--- src/rtl/adder_tree_operand_loader_if.sv ---
// Stream-in / bundle-out interface of the adder tree operand loader.
// master = word producer and bundle consumer; slave = the loader itself.
interface adder_tree_operand_loader_if #(
    parameter int ADDER_WIDTH  = 14,
    parameter int NUM_OPERANDS = 8
);
    logic [ADDER_WIDTH-1:0]              in_data;
    logic                                in_valid;
    logic                                in_last;
    logic                                in_ready;
    logic [NUM_OPERANDS*ADDER_WIDTH-1:0] out_operands;
    logic [$clog2(NUM_OPERANDS):0]       out_count;
    logic                                out_valid;
    logic                                out_ready;

    modport master (
        output in_data, in_valid, in_last, out_ready,
        input  in_ready, out_operands, out_count, out_valid
    );

    modport slave (
        input  in_data, in_valid, in_last, out_ready,
        output in_ready, out_operands, out_count, out_valid
    );
endinterface

--- src/rtl/adder_tree_operand_loader.sv ---
// Serial-to-parallel loader packing stream words into NUM_OPERANDS held lanes.
// Optional early frame termination with zero fill: ADDER_TREE_LOADER_ZERO_FILL_EN.
module adder_tree_operand_loader #(
    parameter int ADDER_WIDTH  = 14,
    parameter int NUM_OPERANDS = 8
) (
    input  logic                      clk,
    input  logic                      rst_n,
    adder_tree_operand_loader_if.slave bus
);
    localparam int IDX_W = $clog2(NUM_OPERANDS);
    localparam int CNT_W = IDX_W + 1;
    localparam logic [IDX_W-1:0] LAST_IDX = IDX_W'(NUM_OPERANDS - 1);

`ifdef ADDER_TREE_LOADER_ZERO_FILL_EN
    localparam bit ZERO_FILL = 1'b1;
`else
    localparam bit ZERO_FILL = 1'b0;
`endif

    typedef enum logic [1:0] {
        INIT,
        FILL,
        HOLD
    } state_e;

    state_e                              state_q;
    logic [IDX_W-1:0]                    idx_q;
    logic                                in_ready_q;
    logic                                out_valid_q;
    logic [CNT_W-1:0]                    count_q;
    logic [NUM_OPERANDS*ADDER_WIDTH-1:0] operands_q;
    logic [NUM_OPERANDS*ADDER_WIDTH-1:0] operands_d;
    logic                                accept;
    logic                                early_last;
    logic                                frame_done;

    always_comb begin
        accept     = in_ready_q && bus.in_valid;
        early_last = ZERO_FILL && bus.in_last;
        frame_done = (idx_q == LAST_IDX) || early_last;
    end

    // Lanes above idx are cleared only when a short frame terminates here.
    always_comb begin
        operands_d = operands_q;
        for (int unsigned j = 0; j < NUM_OPERANDS; j++) begin
            if (IDX_W'(j) == idx_q) begin
                operands_d[j*ADDER_WIDTH +: ADDER_WIDTH] = bus.in_data;
            end else if (early_last && (IDX_W'(j) > idx_q)) begin
                operands_d[j*ADDER_WIDTH +: ADDER_WIDTH] = '0;
            end
        end
    end

    always_ff @(posedge clk or negedge rst_n) begin
        if (!rst_n) begin
            state_q     <= INIT;
            idx_q       <= '0;
            in_ready_q  <= 1'b0;
            out_valid_q <= 1'b0;
            count_q     <= '0;
            operands_q  <= '0;
        end else begin
            case (state_q)
                INIT: begin
                    state_q    <= FILL;
                    in_ready_q <= 1'b1;
                end
                FILL: begin
                    if (accept) begin
                        operands_q <= operands_d;
                        if (frame_done) begin
                            count_q     <= CNT_W'(idx_q) + CNT_W'(1);
                            idx_q       <= '0;
                            in_ready_q  <= 1'b0;
                            out_valid_q <= 1'b1;
                            state_q     <= HOLD;
                        end else begin
                            idx_q <= idx_q + IDX_W'(1);
                        end
                    end
                end
                HOLD: begin
                    if (out_valid_q && bus.out_ready) begin
                        out_valid_q <= 1'b0;
                        in_ready_q  <= 1'b1;
                        state_q     <= FILL;
                    end
                end
                default: begin
                    state_q     <= INIT;
                    in_ready_q  <= 1'b0;
                    out_valid_q <= 1'b0;
                end
            endcase
        end
    end

    assign bus.in_ready     = in_ready_q;
    assign bus.out_valid    = out_valid_q;
    assign bus.out_count    = count_q;
    assign bus.out_operands = operands_q;
endmodule

--- src/flat_wrapper.sv ---
// flat-port wrapper written by rule: the top's interface ports become plain ports
module adder_tree_operand_loader_flat 
#(
    parameter int ADDER_WIDTH  = 14,
    parameter int NUM_OPERANDS = 8
)
  (clk, rst_n, bus_in_data, bus_in_valid, bus_in_last, bus_out_ready, bus_in_ready, bus_out_operands, bus_out_count, bus_out_valid);
  adder_tree_operand_loader_if #(.ADDER_WIDTH(ADDER_WIDTH), .NUM_OPERANDS(NUM_OPERANDS)) bus_i ();
  input  logic clk;
  input  logic rst_n;
  input wire logic [$bits(bus_i.in_data)-1:0] bus_in_data;
  input wire logic [$bits(bus_i.in_valid)-1:0] bus_in_valid;
  input wire logic [$bits(bus_i.in_last)-1:0] bus_in_last;
  input wire logic [$bits(bus_i.out_ready)-1:0] bus_out_ready;
  output wire logic [$bits(bus_i.in_ready)-1:0] bus_in_ready;
  output wire logic [$bits(bus_i.out_operands)-1:0] bus_out_operands;
  output wire logic [$bits(bus_i.out_count)-1:0] bus_out_count;
  output wire logic [$bits(bus_i.out_valid)-1:0] bus_out_valid;
  assign bus_i.in_data = bus_in_data;
  assign bus_i.in_valid = bus_in_valid;
  assign bus_i.in_last = bus_in_last;
  assign bus_i.out_ready = bus_out_ready;
  assign bus_in_ready = bus_i.in_ready;
  assign bus_out_operands = bus_i.out_operands;
  assign bus_out_count = bus_i.out_count;
  assign bus_out_valid = bus_i.out_valid;
  adder_tree_operand_loader #(.ADDER_WIDTH(ADDER_WIDTH), .NUM_OPERANDS(NUM_OPERANDS)) u_core (.clk(clk), .rst_n(rst_n), .bus(bus_i));
endmodule
--- config.mk ---
export PLATFORM = sky130hd
export DESIGN_NAME = adder_tree_operand_loader_flat
export DESIGN_NICKNAME = d
export VERILOG_FILES = /design/src/rtl/adder_tree_operand_loader_if.sv /design/src/rtl/adder_tree_operand_loader.sv /design/src/flat_wrapper.sv
export SDC_FILE = /design/constraint.sdc
export NUM_CORES = 1
export LEC_CHECK = 0
export CAP_MARGIN = 15
export CORE_ASPECT_RATIO = 0.7
export CORE_MARGIN = 1.5
export CORE_UTILIZATION = 40
export DETAILED_ROUTE_END_ITERATION = 16
export PLACE_DENSITY = 0.72
export SLEW_MARGIN = 15
export SYNTH_ARGS = -nofsm -noshare
export SYNTH_HDL_FRONTEND = slang
export SYNTH_SLANG_ARGS = --single-unit
--- constraint.sdc ---
create_clock -name clk -period 1.79 [get_ports clk]
set_input_delay 0.179 -clock clk [delete_from_list [all_inputs] [get_ports clk]]
set_output_delay 0.179 -clock clk [all_outputs]
set_load 0.05 [all_outputs]
; Word level (Yosys, flattened, before mapping)
; Cells that the tools add are included.
[totals]
out_inout_bits = 118
reg_bits = 123
wordCells = 58
inputBits = 19
[classes]
bitwise = 1
addsub = 2
n_eq_ne = 13
reduce_logical = 16
muxes = 13
[ops]
columns = op, count
row1 = $reduce_and 3->1, 10
row2 = $eq 3x3->1 const A, 4
row3 = $eq 2x3->1 const A, 2
row4 = $mux 1, 6
row5 = $mux 2, 3
row6 = $ne 2x1->1 const B, 3
row7 = $pmux 1 s3, 2
row8 = $pmux 2 s3, 1
row9 = $add 3x1->4 const B, 1
row10 = $reduce_and 4->1, 1
row11 = $add 3x1->3 const B, 1
row12 = $eq 1x3->1 const A, 1
row13 = $eq 3x3->1 const B, 1
row14 = $logic_not 3->1, 1
row15 = $mux 3, 1
row16 = $eq 2x1->1 const B, 1
row17 = $eq 2x2->1 const B, 1
row18 = $logic_and 1x1->1, 2
row19 = $logic_not 2->1, 1
row20 = $reduce_and 2->1, 1
row21 = $not 1->1, 1

; Longest topological paths before layout
; Gate-level depths: netlist (run 1).
[depth]
depth_word = 4
ltp_mapped = 7
depth_no_buf = 5

; Worst setup path after synthesis (run 1)
; Ideal clock, no wire load.
[synth_path]
path_kind = register to register
startpoint = register u_core.state_q[0]
endpoint = register u_core.operands_q[10] (netlist: u_core.bus.out_operands[10])
slack_ps = -166
stages_incl_launch_ff = 5
synth_period_minus_slack_ps = 1956
t_arrival_ps = 1831
setup_ps = 125
path_buffers = 1
required_time_ps = 1665
cell_sequence = dfrtp_1 -> nand3_1 -> nor3_1 -> buf_4 -> mux2_2
[synth_between]
elab_chain_cells = 2
[synth_rtl]
columns = item, line
row1 = from (decl), adder_tree_operand_loader.sv:27  ; state_e state_q;
row2 = from (signal assigned), adder_tree_operand_loader.sv:58  ; state_q <= INIT;
row3 = from (signal assigned), adder_tree_operand_loader.sv:67  ; state_q <= FILL;
row4 = from (signal assigned), adder_tree_operand_loader.sv:78  ; state_q <= HOLD;
row5 = $eq 2x1->1, adder_tree_operand_loader.sv:65  ; case (state_q)
row6 = $reduce_and 3->1 (no source line), --
row7 = to (signal assigned), adder_tree_operand_loader.sv:72  ; operands_q <= operands_d;
row8 = to (decl), adder_tree_operand_loader.sv:32  ; logic [NUM_OPERANDS*ADDER_WIDTH-1:0] operands_q;
; Every way passes these cells.
; A chain may end at the register's enable or synchronous reset.

; Final worst setup path (run 1)
[layout_path]
startpoint = register u_core.idx_q[1]
endpoint = register u_core.operands_q[109] (netlist: u_core.bus.out_operands[109])
[layout_between]
elab_chain_cells = 2
[layout_rtl]
columns = item, line
row1 = from (decl), adder_tree_operand_loader.sv:28  ; logic [IDX_W-1:0] idx_q;
row2 = from (signal assigned), adder_tree_operand_loader.sv:80  ; idx_q <= idx_q + IDX_W'(1);
row3 = $eq 3x3->1, adder_tree_operand_loader.sv:48  ; if (IDX_W'(j) == idx_q) begin
row4 = $reduce_and 3->1 (no source line), --
; Every way passes these cells.

==> results of run 1 <==
## routing by layer
layer / vias up / share of wire (%) / global-route usage [%] / routed length, µm
met3: 7 / 7.3 / 7.66 / 897
met1: 1585 / 46 / 26.7 / 5710
met2: 100 / 46 / 30.4 / 5640
met5: - / 0 / 0 / 0
met4: 0 / 0.55 / 5.77 / 68
li1: 1368 / - / - / -
## registers in the layout (all words and copies together), names as in the netlist
signal	flops
u_core.bus.out_count	4
u_core.bus.out_operands	112
u_core.bus.out_valid	1
u_core.idx_q	3
u_core.state_q	2
## cells by family (layout without fill, tap and decap cells)
group / Yosys count / count (layout) / synth area share, %
muxes: 113 / 113 / 27.2
DFF: 122 / 122 / 64.8
buffers and inverters: 18 / 207 / 2.87
adders and majority gates: 6 / 6 / 1.59
AOI/OAI and AO/OA: 10 / 10 / 1.33
and+or+nand+nor: 18 / 18 / 2.20
## area by class of cell
type | instances | area share [%]
multi-input cells | 147 | 21.8
inverters | 5 | 0.257
flip-flops and latches | 122 | 41.8
clock inverters | 15 | 2.59
well taps | 153 | 2.62
clock buffers | 17 | 5.83
repair buffers | 170 | 25.1
## per-stage QoR
| stage | hold slack (ns) | worst slack (ns) | std cells | TNS, ns |
|---|---|---|---|---|
| floorplan | -0.117 | 0.0211 | 287 | 0 |
| global placement | 0.0624 | -0.0392 | 587 | -0.340 |
| detailed placement | 0.0653 | -0.0650 | 587 | -0.882 |
| CTS | 0.180 | 0.000352 | 620 | 0 |
| global route | 0.195 | -0.0146 | 629 | -0.0990 |
| finish | 0.185 | 0.00901 | 629 | 0 |
## final timing paths
check                                                     from                                  endpoint  slack, ns  depth (start not counted)
min reg2reg                u_core.bus.out_count[0]$_DFFE_PN0P_       u_core.bus.out_count[0]$_DFFE_PN0P_       0.48                          2
max                                u_core.idx_q[1]$_DFFE_PN0P_  u_core.bus.out_operands[109]$_DFFE_PN0P_      0.009                          7
min                                                      rst_n       u_core.bus.out_count[0]$_DFFE_PN0P_       0.19                          2
max reg2reg                        u_core.idx_q[1]$_DFFE_PN0P_  u_core.bus.out_operands[109]$_DFFE_PN0P_      0.009                          7
max in group asynchronous                                rst_n   u_core.bus.out_operands[61]$_DFFE_PN0P_       1.03                          3
min in group clk                                 bus_out_ready             u_core.state_q[0]$_DFFE_PN0P_       0.38                          3
## cells in the final DEF, fill, tap and decap left out, types with 5 or more instances in the layout
master and n:
dfrtp_1 121, mux2_2 110, clkdlybuf4s50_1 82, dlymetal6s2s_1 42, buf_4 32, clkbuf_16 20, o21ai_0 6, buf_12 6
nand2_1 5, inv_6 5, clkinvlp_4 5
## repair_timing
action / in CTS / in global routing
buffers inserted: 0 / 7
resized for setup: 4 / 53
hold buffers: 1 / 0
pin swaps: 0 / 2
endpoints found under the hold margin: 122 / 0
cloned: 0 / 3
setup endpoints to repair: 11 / 84
==> flow_summary.ini, run 1 <==
[timing]
worst_pin_slew_ns = 0.585
slew-limit-headroom_pct = 61.1
min_period_over_period_pct = 99.5
setup_viol = 0
finalHoldViolCount = 0
skew_ns = 0.0101
fmax_mhz = 561
slew_viol_final = 0
fin_crit_ns = 1.78

[final_layout]
seq_area_mm2 = 0.00305
fin_nets = 488
post-route-util_pct = 64.9
multi_input_area_mm2 = 0.00159
design_area_mm2 = 0.00730
fill_cells = 805
syn2layout_area_growth_pct = 54.9
diodes = 0
layout-drive-gt1-share_pct = 41.2

[place]
dp_hpwl_mm = 8.08
place_congestion = 0.767
place.port_buffers = 135
placed_area_mm2 = 0.00639

[synth]
postSynthNetCount = 312
syn_area_per_cell_um2 = 16.4
synth_seq_cells = 122
yosysUniqueCellTypes = 24
post-synth-top-count-cell = dfrtp_1
ys_seq_area_share_pct = 64.8
synthTopCellsByArea = dfrtp_1 65%, mux2_2 26%, ha_1 1.6%
synth_edf_count = 0
synth_area_leader_cell = dfrtp_1
yosysTopAreaCellShare_pct = 64.8
yosys_most_used_dff = dfrtp_1
synthTopCellsByCount = 122 x dfrtp_1, 110 x mux2_2, 6 x ha_1, 6 x o21ai_0
synth_cells = 287
syn_area_mm2 = 0.00471
ys_async_sr_fraction_pct = 100
synth-warning-count = 0

[worst_setup_path]
arrival_ns = 2.07
critPathLaunchType = flop
slowest_stage = dfrtp_1
max_stage_delay_ns = 0.41
required_ns = 2.08
crit_chain = buf_4 -> ha_4 -> ha_4 -> nand4b_1 -> buf_4 -> clkbuf_16 -> mux2_2
crit_buf_inv = 3
crit_type = flop to flop
critPathMaxFanout = 6
crit_family = buffers and inverters
endpoint_kind = flop

[cts]
clock_path_buffers = 2
path_clk_slew_ns = 0.06
cts_tree = built
h-tree-depth = 4
numCtsBuffers = 17
root_buffer = clkbuf_16
clkLatencyLatePin_ns = 0.41
clkSinkCount = 122

[route]
drc = 0
wl_per_cell_um = 19.6
antenna_left = 0
vias = 3060
drt-pass1-iter-count = 7
drtIter0Drc = 90
drt-total-wl_mm = 12.3
vias_per_cell = 4.86

[grt]
grt_util_all_layers_pct = 20.0
grt_remaining_overflow = 0
grt_max_degree = 51
antenna_found_initial = 0
grt_pass1_wl_mm = 18.3
first_global_vias = 3219

[die]
initial_core_util_pct = 41.9
die_w_um = 133
placementRows = 32
placeableCoreArea_mm2 = 0.0113
die_h_um = 93.8
pin_count = 137
die_area_mm2 = 0.0125

[min_path]
hold_class = primary input to asynchronous set/reset pin

[flow_run]
maxCapViolCount = 0

[run_status]
status = completed
Power of run 1 is left out: the tool's default activity adds up to more than one toggle a clock period on the data nets, which glitch-free logic cannot reach.
==> run 2, diff against run 1 <==
- SLEW_MARGIN: 15 -> 10
==> results of run 2 <==
The final DEF is identical to that of run 1; final timing and power are the same.
Power of run 2 is left out for the same reason.
==> run 3, diff against run 2 <==
- CTS_BUF_LIST: unset -> sky130_fd_sc_hd__clkbuf_8
==> flow_summary.ini, run 3 (synthesis gave the netlist of run 1 again) <==
[die]
initial_core_util_pct = 41.9
die_w_um = 133
placementRows = 32
placeableCoreArea_mm2 = 0.0113
pin_count = 137
die_area_mm2 = 0.0125
die_h_um = 93.8

[timing]
worst_slack_ns = -0.0311
setup_viol = 16
fin_crit_ns = 1.82
worst_pin_slew_ns = 0.573
slew_viol_final = 0
rsz0062_at_grt = true
fmax_mhz = 549
slew-limit-headroom_pct = 61.9
finalHoldViolCount = 0
min_period_over_period_pct = 102
skew_ns = 0.0122

[place]
place_congestion = 0.767
dp_hpwl_mm = 8.08
dpl_worst_slack_ns = -0.0650
place.port_buffers = 135

[final_layout]
layout-drive-gt1-share_pct = 41.4
final_common_cell = dfrtp_1
diodes = 0
syn2layout_area_growth_pct = 50.9
layout_common_cells = 121 x dfrtp_1, 96 x mux2_2, 63 x dlygate4sd2_1
largest_reg_flops = 112
fin_nets = 490

[worst_setup_path]
max_stage_delay_ns = 0.43
critPathLaunchType = flop
crit_family = buffers and inverters
r2r_slack_ns = -0.03
slowest_stage = dfrtp_1
crit_buf_inv = 3
required_ns = 2.10
endpoint_kind = flop
critPathMaxFanout = 6
crit_chain = buf_4 -> ha_4 -> ha_2 -> nand4b_1 -> buf_6 -> clkbuf_16 -> mux2_2
arrival_ns = 2.13
crit_type = flop to flop

[cts]
root_buffer = clkbuf_8
cts_tree = built
clock_path_buffers = 2
clkSinkCount = 122
numCtsBuffers = 17
clkLatencyLatePin_ns = 0.43
path_clk_slew_ns = 0.08
h-tree-depth = 4

[route]
drc = 0
wl_per_cell_um = 20.1
vias = 3150
drt-pass1-iter-count = 4
antenna_left = 0
drt-total-wl_mm = 12.7
vias_per_cell = 4.99
drtIter0Drc = 107

[grt]
antenna_found_initial = 0
first_global_vias = 3173
grt_util_all_layers_pct = 19.8
grt_pass1_wl_mm = 18.1
grt_remaining_overflow = 0
grt_max_degree = 51

[min_path]
hold_class = primary input to asynchronous set/reset pin

[run_status]
violations = negative setup slack
status = complete, but fails checks

[flow_run]
maxCapViolCount = 0
## run 3: changes by cell type in the layout (fill, tap and decap cells not counted)
cell | previous run | this run
clkbuf_16 | 20 | 3
ha_4 | 3 | 2
clkdlybuf4s50_1 | 82 | 17
dlymetal6s2s_1 | 42 | 47
clkbuf_8 | 0 | 17
ha_2 | 0 | 1
buf_6 | 1 | 3
mux2_4 | 3 | 17
dlygate4sd2_1 | 3 | 63
mux2_2 | 110 | 96
## run 3: final cells by class
class / instances / area [µm²]
fill: 848 / 4140
sequential: 122 / 3050
timing repair buffer: 172 / 1790
multi-input combinational: 147 / 1630
clock buffer: 17 / 234
tap: 153 / 191
clock inverter: 15 / 189
inverter: 5 / 18.8
## run 3: final timing paths
path | startpoint | endpoint | depth (start not counted)
setup / recovery | u_core.idx_q[0]$_DFFE_PN0P_ | u_core.bus.out_operands[109]$_DFFE_PN0P_ | 7
hold / removal | rst_n | u_core.bus.out_count[0]$_DFFE_PN0P_ | 2
setup reg to reg | u_core.idx_q[0]$_DFFE_PN0P_ | u_core.bus.out_operands[109]$_DFFE_PN0P_ | 7
hold reg to reg | u_core.bus.out_count[0]$_DFFE_PN0P_ | u_core.bus.out_count[0]$_DFFE_PN0P_ | 2
max in group asynchronous | rst_n | u_core.bus.out_operands[50]$_DFFE_PN0P_ | 3
min in group clk | bus_out_ready | u_core.state_q[0]$_DFFE_PN0P_ | 3
## run 3: timing repair
action,CTS,global route
hold buffers,1,0
pin swaps,0,3
cloned,0,4
resized for setup,64,72
hold endpoints to repair,122,0
endpoints found under the setup margin,73,88
setup buffers,0,7
## run 3: stage by stage
step	instances	util (%)	instance area, µm²	setup TNS, ns	hold slack, ns
2_1_floorplan	287	-	4720	0	-0.117
4_1_cts	620	60.0	6750	0	0.148
3_5_place_dp	587	56.8	6390	-0.882	0.0653
3_3_place_gp	587	56.8	6390	-0.340	0.0624
5_1_grt	631	63.2	7110	-1.71	0.150
6_report	631	63.2	7110	-0.268	0.153
## run 3: per-layer routing
metal	vias to the layer above	GRT usage, %	wire [µm]
met5	-	0	0
met4	0	3.57	37
met3	4	9.06	1110
met2	118	30.3	5690
met1	1643	26.1	5830
li1	1385	-	-
Power of run 3 is left out for the same reason.
